## src/rtl/sync_fifo_reg_if.sv

```systemverilog
// sync_fifo_reg_if: producer/consumer bundle of the register FIFO.
// master drives requests and data; slave is the FIFO itself.
interface sync_fifo_reg_if #(
  parameter int DW      = 32,
  parameter int LEN_LOG = 2
);
  logic               enq;
  logic [DW-1:0]      din;
  logic               deq;
  logic [DW-1:0]      dot;
  logic               dvalid;
  logic               full;
  logic               empty;
  logic               afull;
  logic               aempty;
  logic [LEN_LOG:0]   cnt;
  logic               clr_err;
  logic               ovf;
  logic               udf;

  modport master (
    output enq, din, deq, clr_err,
    input  dot, dvalid, full, empty,
    input  afull, aempty, cnt, ovf, udf
  );

  modport slave (
    input  enq, din, deq, clr_err,
    output dot, dvalid, full, empty,
    output afull, aempty, cnt, ovf, udf
  );
endinterface

```

## src/rtl/sync_fifo_reg.sv

```systemverilog
// sync_fifo_reg: single-clock register-array FIFO with level flags,
// occupancy and sticky overflow/underflow, show-ahead or registered read.
module sync_fifo_reg #(
  parameter int DW      = 32,
  parameter int LEN_LOG = 2,
  parameter int AF_TH   = (1 << LEN_LOG) - 1,
  parameter int AE_TH   = 1,
  parameter int FWFT    = 1
) (
  input logic            CLK,
  input logic            RST,
  sync_fifo_reg_if.slave f
);
  localparam int LEN = 1 << LEN_LOG;
  localparam logic [LEN_LOG:0] LEN_C = (LEN_LOG+1)'(LEN);
  localparam logic [LEN_LOG:0] AF_C  = (LEN_LOG+1)'(AF_TH);
  localparam logic [LEN_LOG:0] AE_C  = (LEN_LOG+1)'(AE_TH);

  if (LEN_LOG < 1 || AF_TH < 1 || AF_TH > LEN ||
      AE_TH < 0 || AE_TH > LEN - 1 ||
      (FWFT != 0 && FWFT != 1)) begin : g_bad_param
    $error("sync_fifo_reg: illegal parameter set");
  end

  logic [DW-1:0]      mem [LEN];
  logic [LEN_LOG-1:0] wadr;
  logic [LEN_LOG-1:0] radr;
  logic [LEN_LOG:0]   cnt_q;
  logic [LEN_LOG:0]   cnt_d;
  logic               full_q;
  logic               empty_q;
  logic               afull_q;
  logic               aempty_q;
  logic               ovf_q;
  logic               udf_q;
  logic               enq_acc;
  logic               deq_acc;

  // a deq on a full FIFO frees the slot the same cycle
  always_comb begin
    deq_acc = f.deq & ~empty_q;
    enq_acc = f.enq & (~full_q | deq_acc);
    cnt_d   = cnt_q;
    unique case ({enq_acc, deq_acc})
      2'b10:   cnt_d = cnt_q + 1'b1;
      2'b01:   cnt_d = cnt_q - 1'b1;
      default: cnt_d = cnt_q;
    endcase
  end

  always_ff @(posedge CLK) begin
    if (RST) begin
      wadr     <= '0;
      radr     <= '0;
      cnt_q    <= '0;
      full_q   <= 1'b0;
      empty_q  <= 1'b1;
      afull_q  <= 1'b0;
      aempty_q <= 1'b1;
      ovf_q    <= 1'b0;
      udf_q    <= 1'b0;
    end else begin
      if (enq_acc) wadr <= wadr + 1'b1;
      if (deq_acc) radr <= radr + 1'b1;
      cnt_q    <= cnt_d;
      full_q   <= (cnt_d == LEN_C);
      empty_q  <= (cnt_d == '0);
      afull_q  <= (cnt_d >= AF_C);
      aempty_q <= (cnt_d <= AE_C);
      if (f.enq & ~enq_acc) ovf_q <= 1'b1;
      else if (f.clr_err)   ovf_q <= 1'b0;
      if (f.deq & empty_q)  udf_q <= 1'b1;
      else if (f.clr_err)   udf_q <= 1'b0;
    end
  end

  always_ff @(posedge CLK) begin
    if (enq_acc & ~RST) mem[wadr] <= f.din;
  end

  if (FWFT != 0) begin : g_fwft
    assign f.dot    = mem[radr];
    assign f.dvalid = ~empty_q;
  end else begin : g_reg
    logic [DW-1:0] dot_q;
    logic          dvalid_q;

    always_ff @(posedge CLK) begin
      if (RST) begin
        dot_q    <= '0;
        dvalid_q <= 1'b0;
      end else if (deq_acc) begin
        dot_q    <= mem[radr];
        dvalid_q <= 1'b1;
      end else begin
        dvalid_q <= 1'b0;
      end
    end

    assign f.dot    = dot_q;
    assign f.dvalid = dvalid_q;
  end

  assign f.cnt    = cnt_q;
  assign f.full   = full_q;
  assign f.empty  = empty_q;
  assign f.afull  = afull_q;
  assign f.aempty = aempty_q;
  assign f.ovf    = ovf_q;
  assign f.udf    = udf_q;
endmodule

```

## src/flat_wrapper.sv

```systemverilog
// flat-port wrapper written by rule: the top's interface ports become plain ports
module sync_fifo_reg_flat 
#(
  parameter int DW      = 32,
  parameter int LEN_LOG = 2,
  parameter int AF_TH   = (1 << LEN_LOG) - 1,
  parameter int AE_TH   = 1,
  parameter int FWFT    = 1
)
  (CLK, RST, f_enq, f_din, f_deq, f_clr_err, f_dot, f_dvalid, f_full, f_empty, f_afull, f_aempty, f_cnt, f_ovf, f_udf);
  sync_fifo_reg_if #(.DW(DW), .LEN_LOG(LEN_LOG)) f_i ();
  input logic CLK;
  input logic RST;
  input wire logic [$bits(f_i.enq)-1:0] f_enq;
  input wire logic [$bits(f_i.din)-1:0] f_din;
  input wire logic [$bits(f_i.deq)-1:0] f_deq;
  input wire logic [$bits(f_i.clr_err)-1:0] f_clr_err;
  output wire logic [$bits(f_i.dot)-1:0] f_dot;
  output wire logic [$bits(f_i.dvalid)-1:0] f_dvalid;
  output wire logic [$bits(f_i.full)-1:0] f_full;
  output wire logic [$bits(f_i.empty)-1:0] f_empty;
  output wire logic [$bits(f_i.afull)-1:0] f_afull;
  output wire logic [$bits(f_i.aempty)-1:0] f_aempty;
  output wire logic [$bits(f_i.cnt)-1:0] f_cnt;
  output wire logic [$bits(f_i.ovf)-1:0] f_ovf;
  output wire logic [$bits(f_i.udf)-1:0] f_udf;
  assign f_i.enq = f_enq;
  assign f_i.din = f_din;
  assign f_i.deq = f_deq;
  assign f_i.clr_err = f_clr_err;
  assign f_dot = f_i.dot;
  assign f_dvalid = f_i.dvalid;
  assign f_full = f_i.full;
  assign f_empty = f_i.empty;
  assign f_afull = f_i.afull;
  assign f_aempty = f_i.aempty;
  assign f_cnt = f_i.cnt;
  assign f_ovf = f_i.ovf;
  assign f_udf = f_i.udf;
  sync_fifo_reg #(.DW(DW), .LEN_LOG(LEN_LOG), .AF_TH(AF_TH), .AE_TH(AE_TH), .FWFT(FWFT)) u_core (.CLK(CLK), .RST(RST), .f(f_i));
endmodule
```

## config.mk

```make
export PLATFORM = sky130hd
export DESIGN_NAME = sync_fifo_reg_flat
export DESIGN_NICKNAME = d
export VERILOG_FILES = /design/src/rtl/sync_fifo_reg_if.sv /design/src/rtl/sync_fifo_reg.sv /design/src/flat_wrapper.sv
export SDC_FILE = /design/constraint.sdc
export NUM_CORES = 1
export LEC_CHECK = 0
export ABC_AREA = 1
export BUFFER_PORTS_ARGS = -buffer_cell sky130_fd_sc_hd__buf_2
export CORE_ASPECT_RATIO = 2
export CORE_UTILIZATION = 50
export CTS_CLUSTER_DIAMETER = 150
export CTS_CLUSTER_SIZE = 40
export DETAILED_ROUTE_END_ITERATION = 6
export PLACE_DENSITY = 0.77
export RECOVER_POWER = 100
export SYNTH_ARGS = -nofsm -noshare
export SYNTH_HDL_FRONTEND = slang
export SYNTH_SLANG_ARGS = --single-unit
```

## constraint.sdc

```tcl
create_clock -name CLK -period 6.77 [get_ports CLK]
set_input_delay 1.354 -clock CLK [delete_from_list [all_inputs] [get_ports CLK]]
set_output_delay 1.354 -clock CLK [all_outputs]
set_load 0.01 [all_outputs]
```

* Word level (Yosys, flattened, before mapping) *
Memory sizes are Yosys's and may differ from the RTL's. A register that Yosys moved wholly into a read port is not among the register bits.
Cells that the tools add are included.

word-level totals
  output and inout port bits = 42
  bits in latches = 0
  memory bits (writable) = 128
  input bits = 37
  memory bits (read-only) = 0
  memories = 1
  flip-flop bits (word level) = 13

operators by class
  $mul = 0
  div/mod/pow operators = 0
  add/subtract/negate cells = 4
  muxes and demuxes = 8
  reductions and logical operators = 3
  eq/ne operators = 3
  bitwise operators = 10
  shifts and indexed selects = 0
  order comparisons = 2

memories
  name        words  bits a word  rd ports  clocked after memory_dff  wr ports  line                 RTL
  u_core.mem  4      32           1         1                         1         sync_fifo_reg.sv:25  logic [DW-1:0] mem [LEN];

operator list
  operator                                             count
  one-hot mux 3 bit (2 select lines)                   1
  AND 1 bit                                            5
  2-to-1 mux 1 bit                                     5
  adder 2 x 1 -> 2 bit, second input constant          2
  2-to-1 mux 2 bit                                     2
  inverter 1 bit                                       4
  nonzero test 2 bit                                   2
  adder 3 x 1 -> 3 bit, second input constant          1
  == test 3 bit, second input constant                 1
  >= comparator 3 x 2 -> 1 bit, second input constant  1
  <= comparator 3 x 1 -> 1 bit, second input constant  1
  logical NOT 3 bit                                    1
  subtractor 3 x 1 -> 3 bit, second input constant     1
  == test 2 x 1 -> 1 bit, second input constant        1
  == test 2 bit, second input constant                 1
  bitwise OR 1 bit                                     1

* Depth between registers and ports, before layout *
Gate-level depths: netlist of the first run.

  depth after elaboration = 7
  depth in mapped cells = 13

* Worst setup path before layout of the first run *
Ideal clock, no wire load.

  path kind = input port to flip-flop
  start point = in f_deq
  end point = mem u_core.mem[0][0] (enable)
  data arrival time = 3012 ps
  stages on the path = 6
  library setup time = 421 ps
  path slack = 3337 ps
  cell sequence = nand2_2 -> nand2_1 -> nand2_2 -> inv_2 -> nand2_2 -> nor2_1

between the ends
  cells in the longest elaborated chain, start to end = 6

RTL lines
  element                                 line                 RTL
  from (decl)                             flat_wrapper.sv:16   input wire logic [$bits(f_i.deq)-1:0] f_deq;
  AND 1 bit                               sync_fifo_reg.sv:41  deq_acc = f.deq & ~empty_q;
  bitwise OR 1 bit                        sync_fifo_reg.sv:42  enq_acc = f.enq & (~full_q | deq_acc);
  AND 1 bit                               sync_fifo_reg.sv:42
  AND 1 bit                               sync_fifo_reg.sv:78  if (enq_acc & ~RST) mem[wadr] <= f.din;
  2-to-1 mux 1 bit                        sync_fifo_reg.sv:78
  2-to-1 mux 1 bit (implied by the code)  sync_fifo_reg.sv:78
  to (decl)                               sync_fifo_reg.sv:25

Every way passes these cells.

==> run metrics, run 1 <==
CTS Hold Bufs=0; outcome=finished, violations left; fin crit period=4.69 ns; commonest register cell after synthesis=edfxtp_1; most frequent cells in the layout=128 x edfxtp_1, 78 x nor2_1, 65 x o21ai_0; CP Capture Type=primary output; number of core rows=53; Syn Inst Count=397; Seq cells post-synth=143; compound-gate portion of the synthesized area=10.3%; die area=11400 um2; highest clock rate=0.213 GHz; first-pass GRT wire length=16.3 mm; failing checks=max-capacitance violations, max-slew violations; critical path launch point type=flip-flop; sequential share of power=47.9%; syn avg cell area=13.7 um2; Final setup viols=0; Post-CTS Resized=0; DRC=0; Starting Density=51.7%; main combinational cell family by area after synthesis=compound AO/OA/AOI/OAI gates; setup tns final=0 ns; antenna-violating nets left=0; net count after synthesis=440; CP arrival=3.34 ns; Psw=576 uW; Leakage=0.00222 uW; Gate power share=14.4%; FFs w/ async S/R, synth=0%; hpwl dp=6.28 mm; Synth Cell Area=5450 um2; wire per inst=17.0 um; Fin Hold WS=0.471 ns; PwrDens=350 nW/um2; CTS sink cnt=143; routability cong.=0.740; largest net degree at the start of global routing=66; Slew HR=-98.7%; crit path kind=flip-flop to primary output; clk_lat worst skew=0.41 ns; max-slew violations=198; Fill cells=834; most common cell after layout, fill and taps aside=edfxtp_1; clock tree buffer depth=2; vias post-DR=3407; Adder-Cell Fraction of Synth Area=1.51%; Req. time, crit path=5.42 ns; final global-route overflow total=0; Tot GR Track Use=20.2%; CTS tree=yes; Core Region=10500 um2; clock network fraction of design power=37.7%; P_int=1640 uW; post-DR vias/cell=5.44; initial detailed-routing violation count=175; register area=4140 um2; maximum VDD drop=0.000231 V; min-delay worst type=flip-flop to flip-flop; CTS clk-pin slew, worst paths=0.06 ns; Post-CTS Setup Inserts=0; Multi-input gate area=1050 um2; mux cell area share after synthesis=0%; Synth Area in Simple Gates=7.36%; final net count=519; Synthesis Warnings=0; CTS Buf Count=17; sequential fraction of the synthesis area=76.0%; chip height=150 um; clock skew=0.00900 ns; H-tree depth=4; final wirelength=10.6 mm; Ports=79; final cycle utilization of the critical path=69.3%; port bufs=78; Die W=75.9 um; vias in the first global route=3546; drt first pass iters=6; Distinct cells, synth=23; XOR/XNOR Fraction of Synth Area=0.321%; Worst Tran Pin Value=2.97 ns; ANT cells=0; share of cells above drive strength 1=12.3%; MaxCap Viol Count=5; Area Growth Syn to Fin=16.1%; critical path fanouts, max=65; Root Driver=clkbuf_16; sw frac=26.0%; initial antenna violation count=0; Hold Violations, Final=0; unrepaired setup endpoints after global routing=no; Post-synth EDFFs=128
-- state kept, by name (all words and copies together), names as in the netlist, 2 cells and up, named ones only --
register / flops
u_core.f.cnt: 3
u_core.mem: 128
u_core.radr: 2
u_core.wadr: 2
-- path summary, 6_finish.rpt --
path | depth (start not counted) | startpoint | endpoint | slack (ns)
max | 4 | flip-flop | f_dot[29] | 2.08
min | 2 | u_core.f.udf | u_core.f.udf | 0.47
max reg2reg | 7 | u_core.f.empty | u_core.mem[2][31] | 3.27
min reg2reg | 2 | u_core.f.udf | u_core.f.udf | 0.47
-- logic make-up (layout without fill, tap and decap cells) --
logic type / count (synthesis) / after routing
DFF: 143 / 143
adders and majority gates: 6 / 6
buffers and inverters: 41 / 133
AOI/OAI and AO/OA: 104 / 104
xor gates and xnor gates: 2 / 2
and+or+nand+nor: 101 / 101
-- routing by layer --
| layer | vias to the layer above | track usage [%] | share of wire, % |
|---|---|---|---|
| met5 | - | 0 | 0 |
| met4 | 0 | 12.3 | 3.0 |
| met3 | 21 | 6.33 | 5.0 |
| met2 | 103 | 34.2 | 55 |
| met1 | 1684 | 20.9 | 37 |
| li1 | 1599 | - | - |
-- critical path: stages (launching register included) --
cell and delay [ns]:
dfxtp_1 1.80, inv_8 0.41, o21ai_0 0.37, o22ai_1 0.16
buf_2 0.17
-- per-stage QoR --
step	utilization [%]	instances	worst slack [ns]	cell area, um2	power, uW
finish	60.0	626	2.08	6330	2220
CTS	61.1	626	2.96	6440	2250
detailed placement	55.9	594	3.40	5900	1420
global placement	55.9	594	3.53	5900	1400
global route	60.0	626	1.79	6330	2310
floorplan	-	397	3.34	5450	1300
-- power groups by stage --
stage	sequential [uW]	combinational, uW	clock, uW
2_1_floorplan	1060	240	0
3_3_place_gp	1080	325	0
3_5_place_dp	1080	340	0
4_1_cts	1060	343	845
5_1_grt	1070	359	884
6_report	1060	320	836
-- synthesized netlist by cell type (3+ instances only) --
library cell / number / area (um2)
a21oi_1: 4 / 20.0
buf_2: 6 / 30.0
buf_4: 3 / 22.5
buf_6: 9 / 101
dfxtp_1: 15 / 300
edfxtp_1: 128 / 3840
ha_1: 5 / 62.6
inv_1: 18 / 67.6
inv_2: 3 / 11.3
nand2_1: 15 / 56.3
nand2_2: 3 / 18.8
nand3_1: 4 / 20.0
nor2_1: 77 / 289
o21ai_0: 40 / 200
o21ai_1: 28 / 140
o22ai_1: 32 / 200
-- layout make-up --
| class | instances | share of cell area, % |
|---|---|---|
| sequential | 143 | 65.5 |
| multi-input combinational | 213 | 16.5 |
| clock buffer | 26 | 8.06 |
| timing repair buffer | 79 | 5.32 |
| tap | 137 | 2.71 |
| inverter | 22 | 1.42 |
| clock inverter | 6 | 0.494 |
Power figures use the tool's default switching activity.
==> run 2: changes to the inputs <==
ABC_AREA = 0   (was 1)
PLACE_DENSITY = 0.8   (was 0.77)
clock period = 4.3 ns   (was 6.77 ns; I/O delays follow)
==> run 2 against run 1 <==
  * Hold slack lost 0.019 ns
  * Total power grew 53%
  * Flip-flop and latch count is the same
  * Non-clock buffer count is the same
  * Clock-buffer cell count shrank 1
  * Global-route usage shrank 2.5 points
  * Die area shrank 1.9%
  * Routed wire length shrank 20%
  * Sequential power grew 55%
  * Critical path type unchanged
  * Setup slack lost 1.1 ns
  * Via count shrank 28%
  * Critical path depth shrank 1
  * Critical endpoint is now f_dot[26]
  * The run still ends with max-capacitance violations, max-slew violations left
==> run metrics, run 2 <==
Post-synth top cells=128 x edfxtp_1, 32 x mux4_2, 15 x dfxtp_1; FFs w/ async S/R, synth=0%; CTS Buf Count=17; Area Growth Syn to Fin=17.9%; Distinct cells, synth=30; final global-route overflow total=0; Most flops, register=u_core.mem; commonest register cell after synthesis=edfxtp_1; post-DR vias/cell=5.15; Seq cells post-synth=143; Fill cells=804; Root Driver=clkbuf_16; antenna-violating nets left=0; final worst slack=0.939 ns; vias in the first global route=2760; unrepaired setup endpoints after global routing=no; net count after synthesis=285; most common cell after layout, fill and taps aside=edfxtp_1; synth top area cells=edfxtp_1 72%, mux4_2 13%, dfxtp_1 5.6%, ha_1 1.2%, buf_6 0.84%; CTS tree=yes; fin crit period=3.36 ns; Post-synth EDFFs=128; Worst Tran Pin Value=1.61 ns; CTS Hold Bufs=0; min-delay src=u_core.f.ovf; max-slew violations=132; share of cells above drive strength 1=21.1%; vias post-DR=2468; final instance area=6310 um2; clock tree buffer depth=2; CP Capture Type=primary output; Slew HR=-7.66%; Synth Cell Area=5350 um2; Ports=79; Die W=75.1 um; most instantiated library cell after synthesis=edfxtp_1; clk_lat worst skew=0.41 ns; critical path launch point type=flip-flop; Synthesis Warnings=0; clock skew=0.00933 ns; CP peak stage delay=0.74 ns; port bufs=78; Post-DP Area=5850 um2; Leakage=0.00202 uW; setup tns final=0 ns; Req. time, crit path=3.44 ns; Final Util=60.2%; worst r2r src=u_core.f.empty; wire per inst=17.7 um; worst-path cell chain=clkbuf_2 > mux4_2 > clkbuf_1; top-area cell type share of the netlist area=71.9%; failing checks=max-capacitance violations, max-slew violations; final wirelength=8.48 mm; routability cong.=0.701; Tot GR Track Use=17.7%; CP max stage cell=dfxtp_2; worst flop-to-flop path endpoint=u_core.mem[0][19]; die area=11100 um2; Core Region=10500 um2; Starting Density=51.0%; number of core rows=53; chip height=148 um; CTS sink cnt=143; CP arrival=2.50 ns; CTS clk-pin slew, worst paths=0.06 ns; PwrDens=538 nW/um2; first-pass GRT wire length=13.6 mm; hpwl dp=5.33 mm; cells on worst reg2reg path=4; final cycle utilization of the critical path=78.2%; crit path kind=flip-flop to primary output; sequential fraction of the synthesis area=77.5%; Post-CTS Setup Inserts=0; final net count=372; max reg flops=128; H-tree depth=4; Hold Path Depth=2; initial detailed-routing violation count=133; Hold Path End=u_core.f.ovf; most frequent cells in the layout=128 x edfxtp_1, 75 x clkbuf_1, 32 x mux4_2; drt first pass iters=4; MaxCap Viol Count=4; ANT cells=0; maximum VDD drop=0.000312 V; area leader, netlist=edfxtp_1; dpl ws=1.27 ns; syn avg cell area=22.1 um2; highest clock rate=0.298 GHz; r2r setup slk=1.46 ns; Syn Inst Count=242; critical path fanouts, max=18; DRC=0; largest net degree at the start of global routing=33; initial antenna violation count=0; outcome=finished, violations left; Final setup viols=0; Final Power=3390 uW; Hold Violations, Final=0; Post-CTS Resized=0; min-delay worst type=flip-flop to flip-flop
==> run 2: area by class of cell <==
type                       instances  area [um2]  area share, %
inverter                           6        22.5          0.357
tap                              137         171           2.72
clock inverter                     7        43.8          0.694
timing repair buffer              79         304           4.82
clock buffer                      25         538           8.53
multi-input combinational         82        1080           17.1
sequential                       143        4150           65.8
==> run 2: metal layers <==
metal	vias up	share of wire (%)	global-route usage, %	routed length (um)
li1	1145	-	-	-
met1	1248	38	19.6	3200
met2	67	56	29.1	4750
met3	8	5.0	6.84	423
met4	0	1.2	8.77	105
met5	-	0	0	0
==> run 2: cells by family after synthesis <==
family	share of synthesized area, %
flops	77.5
mux	14.3
simple gates	2.46
buf+inv	1.87
compound gates	1.24
xor+xnor	1.12
fa+ha+maj	1.54
==> run 2: stage by stage <==
step           std cells  hold WS (ns)
2_1_floorplan        242         0.476
3_3_place_gp         447         0.444
3_5_place_dp         447         0.448
4_1_cts              479         0.458
5_1_grt              479         0.486
6_report             479         0.452
==> run 2: worst max-delay path by stage <==
| stage | endpoint | cells past startpoint | from |
|---|---|---|---|
| finish | f_dot[26] | 3 | flip-flop |
| global route | f_dot[26] | 3 | flip-flop |
| CTS | f_dot[26] | 3 | flip-flop |
| detailed placement | u_core.f.empty | 9 | f_deq |
| global placement | u_core.f.aempty | 9 | f_deq |
| floorplan | u_core.f.full | 9 | f_deq |
==> run 2: critical path, delay by kind of cell, from the launching register on <==
kind / cells / cell delay [ns]
flops: 1 / 0.74
mux: 1 / 0.60
buf+inv: 2 / 0.75
==> run 2: power breakdown <==
group	leakage, uW	total, uW	internal [uW]	switching [uW]
Clock	0.000295	1390	869	523
Sequential	0.00129	1640	1590	57.4
Combinational	0.000440	359	170	189
==> run 3: changes to the inputs <==
ABC_AREA = 1   (was 0)
clock period = 2.71 ns   (was 4.3 ns; I/O delays follow)
==> run 3 against run 2 <==
  * The run now ends clean
  * Flip-flop and latch count stayed put
  * Setup slack worse by 0.83 ns
  * Die area is 2.0% higher
  * Critical path type unchanged
  * First-iteration DRC count is 80% higher
  * Global-route usage is 2.9 points higher
  * Critical path depth is 1 higher
  * Clock skew is 0.00052 ns lower
  * Total power is 67% higher
  * Sequential share of layout area is 1.3 points lower
  * Final cell count is 32% higher
  * Hold slack worse by 0.063 ns
  * Largest cell class unchanged
  * Register-to-register slack worse by 1.0 ns
==> run metrics, run 3 (synthesis results as in run 1) <==
outcome=finished clean; post-DR vias/cell=5.37; kind of cell adding the most delay to the critical path=flip-flops; CTS sink cnt=143; wire per inst=16.7 um; Req. time, crit path=2.17 ns; CTS clk-pin slew, worst paths=0.06 ns; first-pass GRT wire length=16.7 mm; Leakage=0.00222 uW; Final setup viols=0; die area=11400 um2; CP arrival=2.06 ns; Slew HR=37.9%; worst-path cell chain=buf_4 > o21ai_0 > o22ai_1 > clkbuf_1; Core Region=10500 um2; initial antenna violation count=0; critical path launch point type=flip-flop; final net count=526; maximum VDD drop=0.000740 V; MaxCap Viol Count=0; CTS Buf Count=17; final global-route overflow total=0; dpl ws=0.474 ns; share of cells above drive strength 1=11.1%; clock skew=0.00881 ns; Starting Density=51.7%; Ports=79; crit path kind=flip-flop to primary output; number of core rows=53; vias in the first global route=3560; highest clock rate=0.384 GHz; clk_lat worst skew=0.41 ns; vias post-DR=3399; final worst slack=0.107 ns; clock tree buffer depth=2; port bufs=78; routability cong.=0.799; ANT cells=0; initial detailed-routing violation count=239; largest net degree at the start of global routing=65; unrepaired setup endpoints after global routing=no; PwrDens=880 nW/um2; drt first pass iters=4; H-tree depth=4; final wirelength=10.6 mm; CP Capture Type=primary output; critical path fanouts, max=17; Area Growth Syn to Fin=18.0%; Hold Violations, Final=0; Tot GR Track Use=20.7%; Post-CTS Setup Inserts=0; chip height=150 um; min-delay worst type=input port to flip-flop; Worst Tran Pin Value=0.931 ns; Most flops, register=u_core.mem; fin crit period=2.60 ns; hpwl dp=6.56 mm; DRC=0; max-slew violations=0; Root Driver=clkbuf_16; CP max stage cell=dfxtp_1; Buf/Inv on CP=2; CTS tree=yes; final cycle utilization of the critical path=96.1%; Die W=75.9 um; antenna-violating nets left=0; most common cell after layout, fill and taps aside=edfxtp_1; most frequent cells in the layout=128 x edfxtp_1, 74 x nor2_1, 69 x clkbuf_1; setup tns final=0 ns; max reg flops=128; CP peak stage delay=0.70 ns
run 3: cell count changes in the layout (fill, tap and decap cells not counted), sizes merged, moves of 11 or more:
cell    before  now
mux4        32    0
o21ai        2   68
inv         10   24
o22ai        0   32
nand2        3   18
nor2        13   78
buf          5   17
clkbuf      99   88
run 3: layer usage:
layer  part of all wire, %  routed length (um)  GRT usage (%)
met1                    36                3790           23.2
met2                    55                5810           34.9
met3                   6.2                 652           5.32
met4                   3.2                 340           10.9
met5                     0                   0              0
run 3: worst paths after layout:
path	startpoint	end	slack, ns	cells past startpoint
setup / recovery	flip-flop	f_dot[8]	0.11	4
hold reg to reg	u_core.f.udf	u_core.f.udf	0.48	2
setup reg to reg	u_core.f.empty	u_core.mem[3][13]	0.42	8
hold / removal	f_din[8]	u_core.mem[0][8]	0.39	1
run 3: power breakdown:
part           internal, uW  switching [uW]  total, uW
Clock                  1350             842       2200
Combinational           275             569        844
Sequential             2530            87.5       2620
run 3: cell type report:
cell class | instances | area (um2)
multi-input cells | 213 | 1070
inverters | 22 | 92.6
clock buffers | 19 | 433
repair buffers | 86 | 387
clock inverters | 13 | 138
well taps | 137 | 171
flip-flops and latches | 143 | 4150
fillers | 812 | 4110
run 3: per-stage QoR:
stage          area [um2]  hold slack, ns  instances  total power (uW)  utilization (%)
6_report             6430           0.389        633              5660             61.0
5_1_grt              6430           0.383        633              5880             61.0
4_1_cts              6560           0.327        633              5760             62.2
3_5_place_dp         5990           0.471        601              3560             56.8
3_3_place_gp         5990           0.451        601              3530             56.8
2_1_floorplan        5450           0.444        397              3250                -
run 3: timing repair:
item,in CTS,in global routing
hold buffers,0,0
gates resized for setup,0,2
endpoints found under the setup margin,0,1
